File: src/rtl/pipeline_hazard_controller.sv
// Hazard detection, stall/flush sequencing and forwarding selects for a 5-stage RISC-V pipeline.
// Optional macro HAZARD_FORWARD_EN: when defined, forwarding is present and only load-use stalls.
module pipeline_hazard_controller #(
    parameter int MC_LATENCY = 4,
    parameter int CNT_W      = 16
) (
    input  logic             clk,
    input  logic             reset,
    input  logic             id_valid,
    input  logic [4:0]       id_rs1,
    input  logic [4:0]       id_rs2,
    input  logic             id_rs1_used,
    input  logic             id_rs2_used,
    input  logic [4:0]       id_rd,
    input  logic             id_reg_write,
    input  logic             id_mem_read,
    input  logic             id_multicycle,
    input  logic             ex_branch_taken,
    output logic             pc_stall,
    output logic             if_id_stall,
    output logic             if_id_flush,
    output logic             id_ex_bubble,
    output logic             id_ex_hold,
    output logic             ex_busy,
    output logic [1:0]       fwd_a,
    output logic [1:0]       fwd_b,
    output logic [CNT_W-1:0] stall_count
);
    typedef enum logic [1:0] {RUN = 2'd0, MC_BUSY = 2'd1, FLUSH = 2'd2} state_t;

    localparam logic [3:0]       MC_CNT_INIT = 4'(MC_LATENCY - 1);
    localparam logic [CNT_W-1:0] CNT_ONE     = CNT_W'(1);

    state_t     state, next_state;
    logic [3:0] mc_cnt;
    // Shadow slots; WB is not tracked because the register file writes through.
    logic [4:0] ex_rd, mem_rd;
    logic       ex_rw, ex_mr, mem_rw;
    logic       a_ex, b_ex, a_mem, b_mem;
    logic       raw, hazard, load_ex;

    function automatic logic reg_match(input logic [4:0] rd, input logic rw,
                                       input logic [4:0] rs, input logic used);
        return used && rw && (rd != 5'd0) && (rd == rs);
    endfunction

    assign a_ex  = reg_match(ex_rd,  ex_rw,  id_rs1, id_rs1_used);
    assign b_ex  = reg_match(ex_rd,  ex_rw,  id_rs2, id_rs2_used);
    assign a_mem = reg_match(mem_rd, mem_rw, id_rs1, id_rs1_used);
    assign b_mem = reg_match(mem_rd, mem_rw, id_rs2, id_rs2_used);

    always_comb begin
        next_state   = state;
        pc_stall     = 1'b0;
        if_id_stall  = 1'b0;
        if_id_flush  = 1'b0;
        id_ex_bubble = 1'b0;
        id_ex_hold   = 1'b0;
        ex_busy      = 1'b0;
        hazard       = 1'b0;
        if (reset) begin
            case (state)
                RUN: begin
                    if (ex_branch_taken) begin
                        if_id_flush  = 1'b1;
                        id_ex_bubble = 1'b1;
                        next_state   = FLUSH;
                    end else if (raw) begin
                        hazard       = 1'b1;
                        pc_stall     = 1'b1;
                        if_id_stall  = 1'b1;
                        id_ex_bubble = 1'b1;
                    end else if (id_valid && id_multicycle) begin
                        next_state = MC_BUSY;
                    end
                end
                MC_BUSY: begin
                    pc_stall    = 1'b1;
                    if_id_stall = 1'b1;
                    id_ex_hold  = 1'b1;
                    ex_busy     = 1'b1;
                    if (mc_cnt == 4'd0) next_state = RUN;
                end
                FLUSH: begin
                    // Squash the wrong-path instruction that was sitting in ID.
                    id_ex_bubble = 1'b1;
                    next_state   = RUN;
                end
                default: next_state = RUN;
            endcase
        end
    end

    assign load_ex = (state != MC_BUSY) && id_valid && !id_ex_bubble;

    always_ff @(posedge clk or negedge reset) begin
        if (!reset) begin
            state       <= RUN;
            mc_cnt      <= 4'd0;
            ex_rd       <= 5'd0;
            ex_rw       <= 1'b0;
            ex_mr       <= 1'b0;
            mem_rd      <= 5'd0;
            mem_rw      <= 1'b0;
            stall_count <= '0;
        end else begin
            state <= next_state;
            if (state == MC_BUSY) begin
                if (mc_cnt == 4'd0) begin
                    // Last busy cycle: the op moves on to MEM and EX empties.
                    mem_rd <= ex_rd;
                    mem_rw <= ex_rw;
                    ex_rd  <= 5'd0;
                    ex_rw  <= 1'b0;
                    ex_mr  <= 1'b0;
                end else begin
                    mem_rd <= 5'd0;
                    mem_rw <= 1'b0;
                    mc_cnt <= mc_cnt - 4'd1;
                end
            end else begin
                mem_rd <= ex_rd;
                mem_rw <= ex_rw;
                ex_rd  <= load_ex ? id_rd : 5'd0;
                ex_rw  <= load_ex && id_reg_write;
                ex_mr  <= load_ex && id_mem_read;
                if (load_ex && id_multicycle) mc_cnt <= MC_CNT_INIT;
            end
            if (hazard && (stall_count != '1)) stall_count <= stall_count + CNT_ONE;
        end
    end

`ifdef HAZARD_FORWARD_EN
    logic [1:0] sel_a, sel_b;

    assign raw   = id_valid && ex_mr && (a_ex || b_ex);
    assign sel_a = a_ex ? 2'b10 : (a_mem ? 2'b01 : 2'b00);
    assign sel_b = b_ex ? 2'b10 : (b_mem ? 2'b01 : 2'b00);

    // Selects belong to the instruction in EX, so they move only when EX moves.
    always_ff @(posedge clk or negedge reset) begin
        if (!reset) begin
            fwd_a <= 2'b00;
            fwd_b <= 2'b00;
        end else if (state == MC_BUSY) begin
            if (mc_cnt == 4'd0) begin
                fwd_a <= 2'b00;
                fwd_b <= 2'b00;
            end
        end else begin
            fwd_a <= load_ex ? sel_a : 2'b00;
            fwd_b <= load_ex ? sel_b : 2'b00;
        end
    end
`else
    assign raw   = id_valid && (a_ex || b_ex || a_mem || b_mem);
    assign fwd_a = 2'b00;
    assign fwd_b = 2'b00;
`endif

endmodule

File: config.mk
export PLATFORM = sky130hd
export DESIGN_NAME = pipeline_hazard_controller
export DESIGN_NICKNAME = d
export VERILOG_FILES = /design/src/rtl/pipeline_hazard_controller.sv
export SDC_FILE = /design/constraint.sdc
export NUM_CORES = 1
export LEC_CHECK = 0
export CAP_MARGIN = 20
export CORE_MARGIN = 5
export CORE_UTILIZATION = 46
export CTS_CLUSTER_DIAMETER = 120
export DETAILED_ROUTE_END_ITERATION = 8
export PLACE_DENSITY = 0.76
export SLEW_MARGIN = 40
export SYNTH_ARGS = -nofsm -noshare
export SYNTH_HDL_FRONTEND = slang
export SYNTH_SLANG_ARGS = --single-unit
File: constraint.sdc
create_clock -name clk -period 2.9 [get_ports clk]
set_input_delay 0.58 -clock clk [delete_from_list [all_inputs] [get_ports clk]]
set_output_delay 0.58 -clock clk [all_outputs]
set_load 0.01 [all_outputs]
==> run metrics, run 1 <==
status=finished, final reports clean; ant diodes=0; Yosys reg bits=34; ys flop type=dfrtp_1; worst vdd ir=between 0.0002 and 0.00025 V; Hold Crit Class=reg -> reg; 1st-pass router iterations=4; Async S/R FF share, synth=100%; htree depth=2; worst setup margin=between 0.1 and 0.15 ns; worst slack, placed=-0.534 ns; Worst Setup Start Kind=primary input; Unique masters post-synth=44; Synth top area share=between 40 and 50%; Die Area=~5600 µm²; Final Max Tran Viols=0; first-pass GRT wire length=7460 µm; DP HPWL=approximately 3200 µm; final wirelength=between 4000 and 5000 µm; R2R Setup Slk=roughly 0.13 ns; vias in the first global route=about 1600; setup TNS=0 ns; hold slack=0.495 ns; Final Skew=between 0.005 and 0.006 ns; Worst path most repeated cell=buf_4; Net count, final=around 270; FF-to-FF End=stall_count[1]; max_cap viols=0; Sink Count=34; crit end category=flop; clock latency on the worst-skew pair=around 0.28 ns; Hold Fails Final Rpt=0; Overflow after GRT=0; Hold Buf Count CTS=0; FF-to-FF path depth=13; CP max stage delay=approximately 0.31 ns; Final Total Pwr=1.06 mW; pin count of the biggest net entering global routing=31; CP max stage cell=mux2_4; Starting Density=a little under half; input/output buffers=44; Avg WL per Cell=15.2 µm; die width=around 75 µm; Die Height=approximately 75 µm; CP bufs+invs=8; Hold Path Origin=stall_count[10]; Seq/Total Area, Yosys=between 40 and 50%; Tcrit/Tclk final=around 96%; final setup vio count=0; GRT Total Usage=between 15 and 20%; CTS Root Cell=clkbuf_8; final non-filler cell total=roughly 300; Placed Cells=283; worst r2r src=ex_rd[4]; TritonCTS clock tree=yes; Hold Path End=stall_count[10]; Layout area overhead=36.3%; row count=23; Post-synth EDFFs=0; Hold Path Stages=1; initial DRC count=74; post-route cell area=between 2000 and 3000 µm²; area of the multi-input gates=1050 µm²; Clock Tree Buf Depth=2; Worst Path Arrival=~3 ns; CTS buffer count=5; synth warn=0; initial antenna violation count=0; Max Fanout on Critical Path=7; Post-DP Area=about 2500 µm²; post-synth top area cell=dfrtp_1; Clock Pin Slew Worst Setup and Hold Paths=roughly 0.070 ns; Core Footprint=4060 µm²; register area=approximately 850 µm²; Fillers=~340; cell count after synthesis=182; CP delay by family, top=buffers and inverters; Fmax=358 MHz; critical path type=in -> reg; synth top area cells=dfrtp_1, xor2_1, xnor2_1, nand3_1, a32o_1; post-route ant nets=0; post-layout util=between 60% and 70%; mapped cell area=just under 2000 µm²; GP Congestion=between 0.8 and 0.9; WP data required=3.07 ns; Synth Area per Inst=roughly 11 µm²; most frequent cell after synthesis=dfrtp_1; Pleak=1.17 nW; pwr/cell area=402 nW/µm²; RSZ-0062 raised after global routing=no; min Tclk post-route=2.79 ns; Ports=50; fraction of layout cells with a size suffix above 1=between 10% and 20%; Post-route DRC=0; worst-path cell chain=dlygate4sd2_1 > xor2_1 > nor4_1 > a32oi_1 > buf_4 > buf_4 > buf_4 > buf_4 > buf_4 > buf_4 > o32ai_4 > buf_6 > nand2_2 > mux2_4; vias per inst=about 5.2; via count=between 1500 and 2000; top cells by count, synth=dfrtp_1, xor2_1, xnor2_1
kinds of logic (layout without fill, tap and decap cells):
logic type / after synthesis / after routing / synth area share, %
buffers and inverters: 14 / 77 / 4.32
DFF: 34 / 34 / 43.8
muxes: 4 / 4 / 2.32
xor gates and xnor gates: 35 / 35 / 15.8
AOI/OAI and AO/OA: 22 / 22 / 11.2
other: 1 / 4 / 0.193
adders and majority gates: 3 / 3 / 1.93
and+or+nand+nor: 69 / 69 / 20.4
state kept, by name, summed over array words and instances, names as in the netlist:
register and cells:
mc_cnt 4, state 2, stall_count 16, ex_rd 5
ex_rw 1, mem_rw 1, mem_rd 5
routing by layer:
metal | track usage (%) | part of all wire [%] | vias to the layer above
li1 | - | - | 767
met1 | 23.6 | 46 | 720
met2 | 27.1 | 47 | 39
met3 | 3.74 | 4.9 | 9
met4 | 6.32 | 2.2 | 0
met5 | 0 | 0 | -
layout make-up:
cell class | count | area share [%]
clock buffers | 7 | 3.26
clock inverters | 1 | 0.189
inverters | 4 | 0.568
multi-input cells | 137 | 39.6
flip-flops and latches | 34 | 32.2
well taps | 50 | 2.37
repair buffers | 65 | 21.9
worst max path at each step:
stage / from / endpoint / cells past startpoint
CTS: id_rs2[1] / stall_count[1] / 14
finish: id_rs2[1] / stall_count[1] / 14
detailed placement: id_rs2[0] / if_id_stall / 8
global placement: id_rs2[0] / if_id_stall / 8
floorplan: id_rs2[2] / pc_stall / 7
global route: id_rs2[1] / stall_count[1] / 14
power breakdown:
| group | switching [mW] | total, mW | internal (mW) |
|---|---|---|---|
| clock network | 0.166 | 0.357 | 0.191 |
| registers | 0.0291 | 0.525 | 0.496 |
| logic | 0.0870 | 0.181 | 0.0935 |
worst register-to-register path, stage by stage (launching register included):
cell,delay [ns]
dfrtp_1,0.45
xor2_1,0.19
nor4_1,0.30
a32oi_1,0.19
buf_4,0.16
buf_4,0.12
buf_4,0.12
buf_4,0.12
buf_4,0.12
buf_4,0.13
o32ai_4,0.22
buf_6,0.17
nand2_2,0.06
mux2_4,0.31
placed cells by master (no fill, tap or decap), types with 7 or more instances in the layout:
cell type / Yosys / final
nand2_1: 10 / 10
nor2b_1: 8 / 8
xnor2_1: 17 / 17
buf_4: 6 / 20
nor2_1: 7 / 7
dfrtp_1: 34 / 34
nand3_1: 13 / 13
clkdlybuf4s50_1: 0 / 31
xor2_1: 18 / 17
what timing repair did:
action                     CTS  global route
resized for setup           21            11
setup endpoints to repair    3             7
pin swaps                    8            11
setup buffers                7             1
(Power assumes the default switching activity.)
==> run 2: changes to the inputs <==
--- a/config.mk
+++ b/config.mk
@@ -7,10 +7,9 @@
 export LEC_CHECK = 0
 export CAP_MARGIN = 20
 export CORE_MARGIN = 5
-export CORE_UTILIZATION = 46
+export CORE_UTILIZATION = 30
 export CTS_CLUSTER_DIAMETER = 120
 export DETAILED_ROUTE_END_ITERATION = 8
-export PLACE_DENSITY = 0.76
 export SLEW_MARGIN = 40
 export SYNTH_ARGS = -nofsm -noshare
 export SYNTH_HDL_FRONTEND = slang
==> run 2 against run 1 <==
Compared with the run above:
- die area grew 46%
- power rose by 7.5%
- wire length fell by 1.9%
- via count is 1.1% higher
- largest cell class unchanged
- final cell count grew 8.4%
- register-to-register slack improved by 0.43 ns
- sequential cell count unchanged
- non-clock buffer count down 1
- setup slack gained 0.040 ns
- critical path depth down 5
- global-route usage fell by 6.2 points
- clock skew is 0.0011 ns lower
==> run metrics, run 2 (same netlist as run 1, synthesis figures left out) <==
Most flops, register=stall_count (unchanged); Starting Density=30.7% (was 47.8%); WP data required=2.32 ns (was 3.07 ns); Max Fanout on Critical Path=2 (was 7); DP HPWL=3360 µm (was 3250 µm); Hold Path Stages=1 (unchanged); Core Footprint=6310 µm² (was 4060 µm²); pwr/cell area=427 nW/µm² (was 402 nW/µm²); final wirelength=4450 µm (was 4540 µm); first-pass GRT wire length=7580 µm (was 7460 µm); Worst Path Arrival=2.17 ns (was 2.96 ns); most frequent cells in the layout=dfrtp_1, clkdlybuf4s50_1, buf_4 (unchanged); Net count, final=273 (was 274); Hold Crit Class=reg -> reg (unchanged); hold slack=0.497 ns (was 0.495 ns); final setup vio count=0 (unchanged); clock latency on the worst-skew pair=0.28 ns (about the same); TritonCTS clock tree=yes (unchanged); Post-route DRC=0 (unchanged); worst r2r src=ex_rd[2] (was ex_rd[4]); input/output buffers=44 (unchanged); GP Congestion=0.877 (was 0.847); Hold Fails Final Rpt=0 (unchanged); fraction of layout cells with a size suffix above 1=17.1% (was 18.5%); ant diodes=0 (unchanged); Clock Pin Slew Worst Setup and Hold Paths=0.07 ns (about the same); initial DRC count=66 (was 74); GRT Total Usage=11.1% (was 17.3%); Overflow after GRT=0 (unchanged); via count=1552 (was 1535); CTS buffer count=5 (unchanged); Fmax=363 MHz (was 358 MHz); htree depth=2 (unchanged); 1st-pass router iterations=4 (unchanged); most common cell after layout, fill and taps aside=dfrtp_1 (unchanged); Worst Setup SP=id_rs2[0] (was id_rs2[1]); row count=29 (was 23); post-route ant nets=0 (unchanged); Final Total Pwr=1.14 mW (was 1.06 mW); post-layout util=42.4% (was 65.2%); Avg WL per Cell=13.8 µm (was 15.2 µm); CTS Root Cell=clkbuf_8 (unchanged); Final Max Tran Viols=0 (unchanged); Hold Buf Count CTS=0 (unchanged); initial antenna violation count=0 (unchanged); RSZ-0062 raised after global routing=no (unchanged); Pleak=1.17 nW (about the same); Tcrit/Tclk final=95.0% (was 96.4%); FF-to-FF path depth=8 (was 13); critical path type=in -> out (was in -> reg); vias per inst=4.80 (was 5.15); pin count of the biggest net entering global routing=33 (was 31); Ports=50 (unchanged); Die Area=8180 µm² (was 5620 µm²); vias in the first global route=1605 (was 1644); Largest regs=stall_count (16), ex_rd (5), mem_rd (5) (unchanged); Worst Setup Start Kind=primary input (unchanged); Sink Count=34 (unchanged); die width=90.4 µm (was 75.0 µm); Die Height=90.4 µm (was 75.0 µm); crit end category=primary output (was flop); crit path to=id_ex_bubble (was stall_count[1]); status=finished, final reports clean (unchanged); Clock Tree Buf Depth=2 (unchanged); Layout area overhead=37.8% (was 36.3%); max_cap viols=0 (unchanged); min Tclk post-route=2.75 ns (was 2.79 ns); Final Skew=0.00448 ns (was 0.00559 ns); Largest register FFs=16 (unchanged); R2R Setup Slk=0.56 ns (was 0.13 ns); worst vdd ir=0.000237 V (was 0.000216 V); FF-to-FF End=ex_rd[4] (was stall_count[1])
-- run 2: worst max-delay path: stages --
cell           delay (ns)
dlygate4sd2_1        0.26
xor2_1               0.15
nor4_1               0.26
a32oi_1              0.20
o22ai_2              0.24
buf_4                0.15
nand2_1              0.05
a21oi_1              0.13
clkbuf_2             0.15
-- run 2: per-layer routing --
metal / GRT usage, % / vias to the layer above / share of wire [%]
met1: 15.2 / 737 / 49
li1: - / 767 / -
met2: 16.9 / 39 / 45
met3: 2.33 / 9 / 3.9
met5: 0 / - / 0
met4: 4.96 / 0 / 2.1
-- run 2: worst min path at each step --
stage                          startpoint               to  slack [ns]
after floorplan                     reset         ex_rd[0]        0.28
after global placement    stall_count[10]  stall_count[10]        0.48
after detailed placement  stall_count[10]  stall_count[10]        0.49
after CTS                 stall_count[10]  stall_count[10]        0.50
after global routing      stall_count[10]  stall_count[10]        0.51
final                     stall_count[10]  stall_count[10]        0.50
-- run 2: repair_timing --
item	4_1_cts	5_1_grt
setup endpoints to repair	3	3
pin swaps	8	4
resized for setup	21	3
setup buffers	2	1
-- run 2: power breakdown --
group | total, mW | switching (mW) | internal, mW
sequential | 0.523 | 0.0270 | 0.496
clock | 0.439 | 0.164 | 0.275
combinational | 0.181 | 0.0876 | 0.0931
-- run 2: final cells by class --
| class | instances | area (µm²) |
|---|---|---|
| Sequential cell | 34 | 851 |
| Timing Repair Buffer | 64 | 563 |
| Clock buffer | 6 | 82.6 |
| Fill cell | 621 | 3640 |
| Clock inverter | 1 | 30.0 |
| Inverter | 4 | 15.0 |
| Tap cell | 77 | 96.3 |
| Multi-Input combinational cell | 137 | 1040 |
-- run 2: stage by stage --
stage / std cells / cell area (µm²) / setup slack [ns] / TNS [ns]
2_1_floorplan: 185 / 1950 / 0.237 / 0
3_3_place_gp: 314 / 2550 / -0.482 / -1.43
3_5_place_dp: 314 / 2550 / -0.464 / -1.38
4_1_cts: 323 / 2670 / 0.00708 / 0
5_1_grt: 323 / 2670 / 0.0301 / 0
6_report: 323 / 2670 / 0.145 / 0
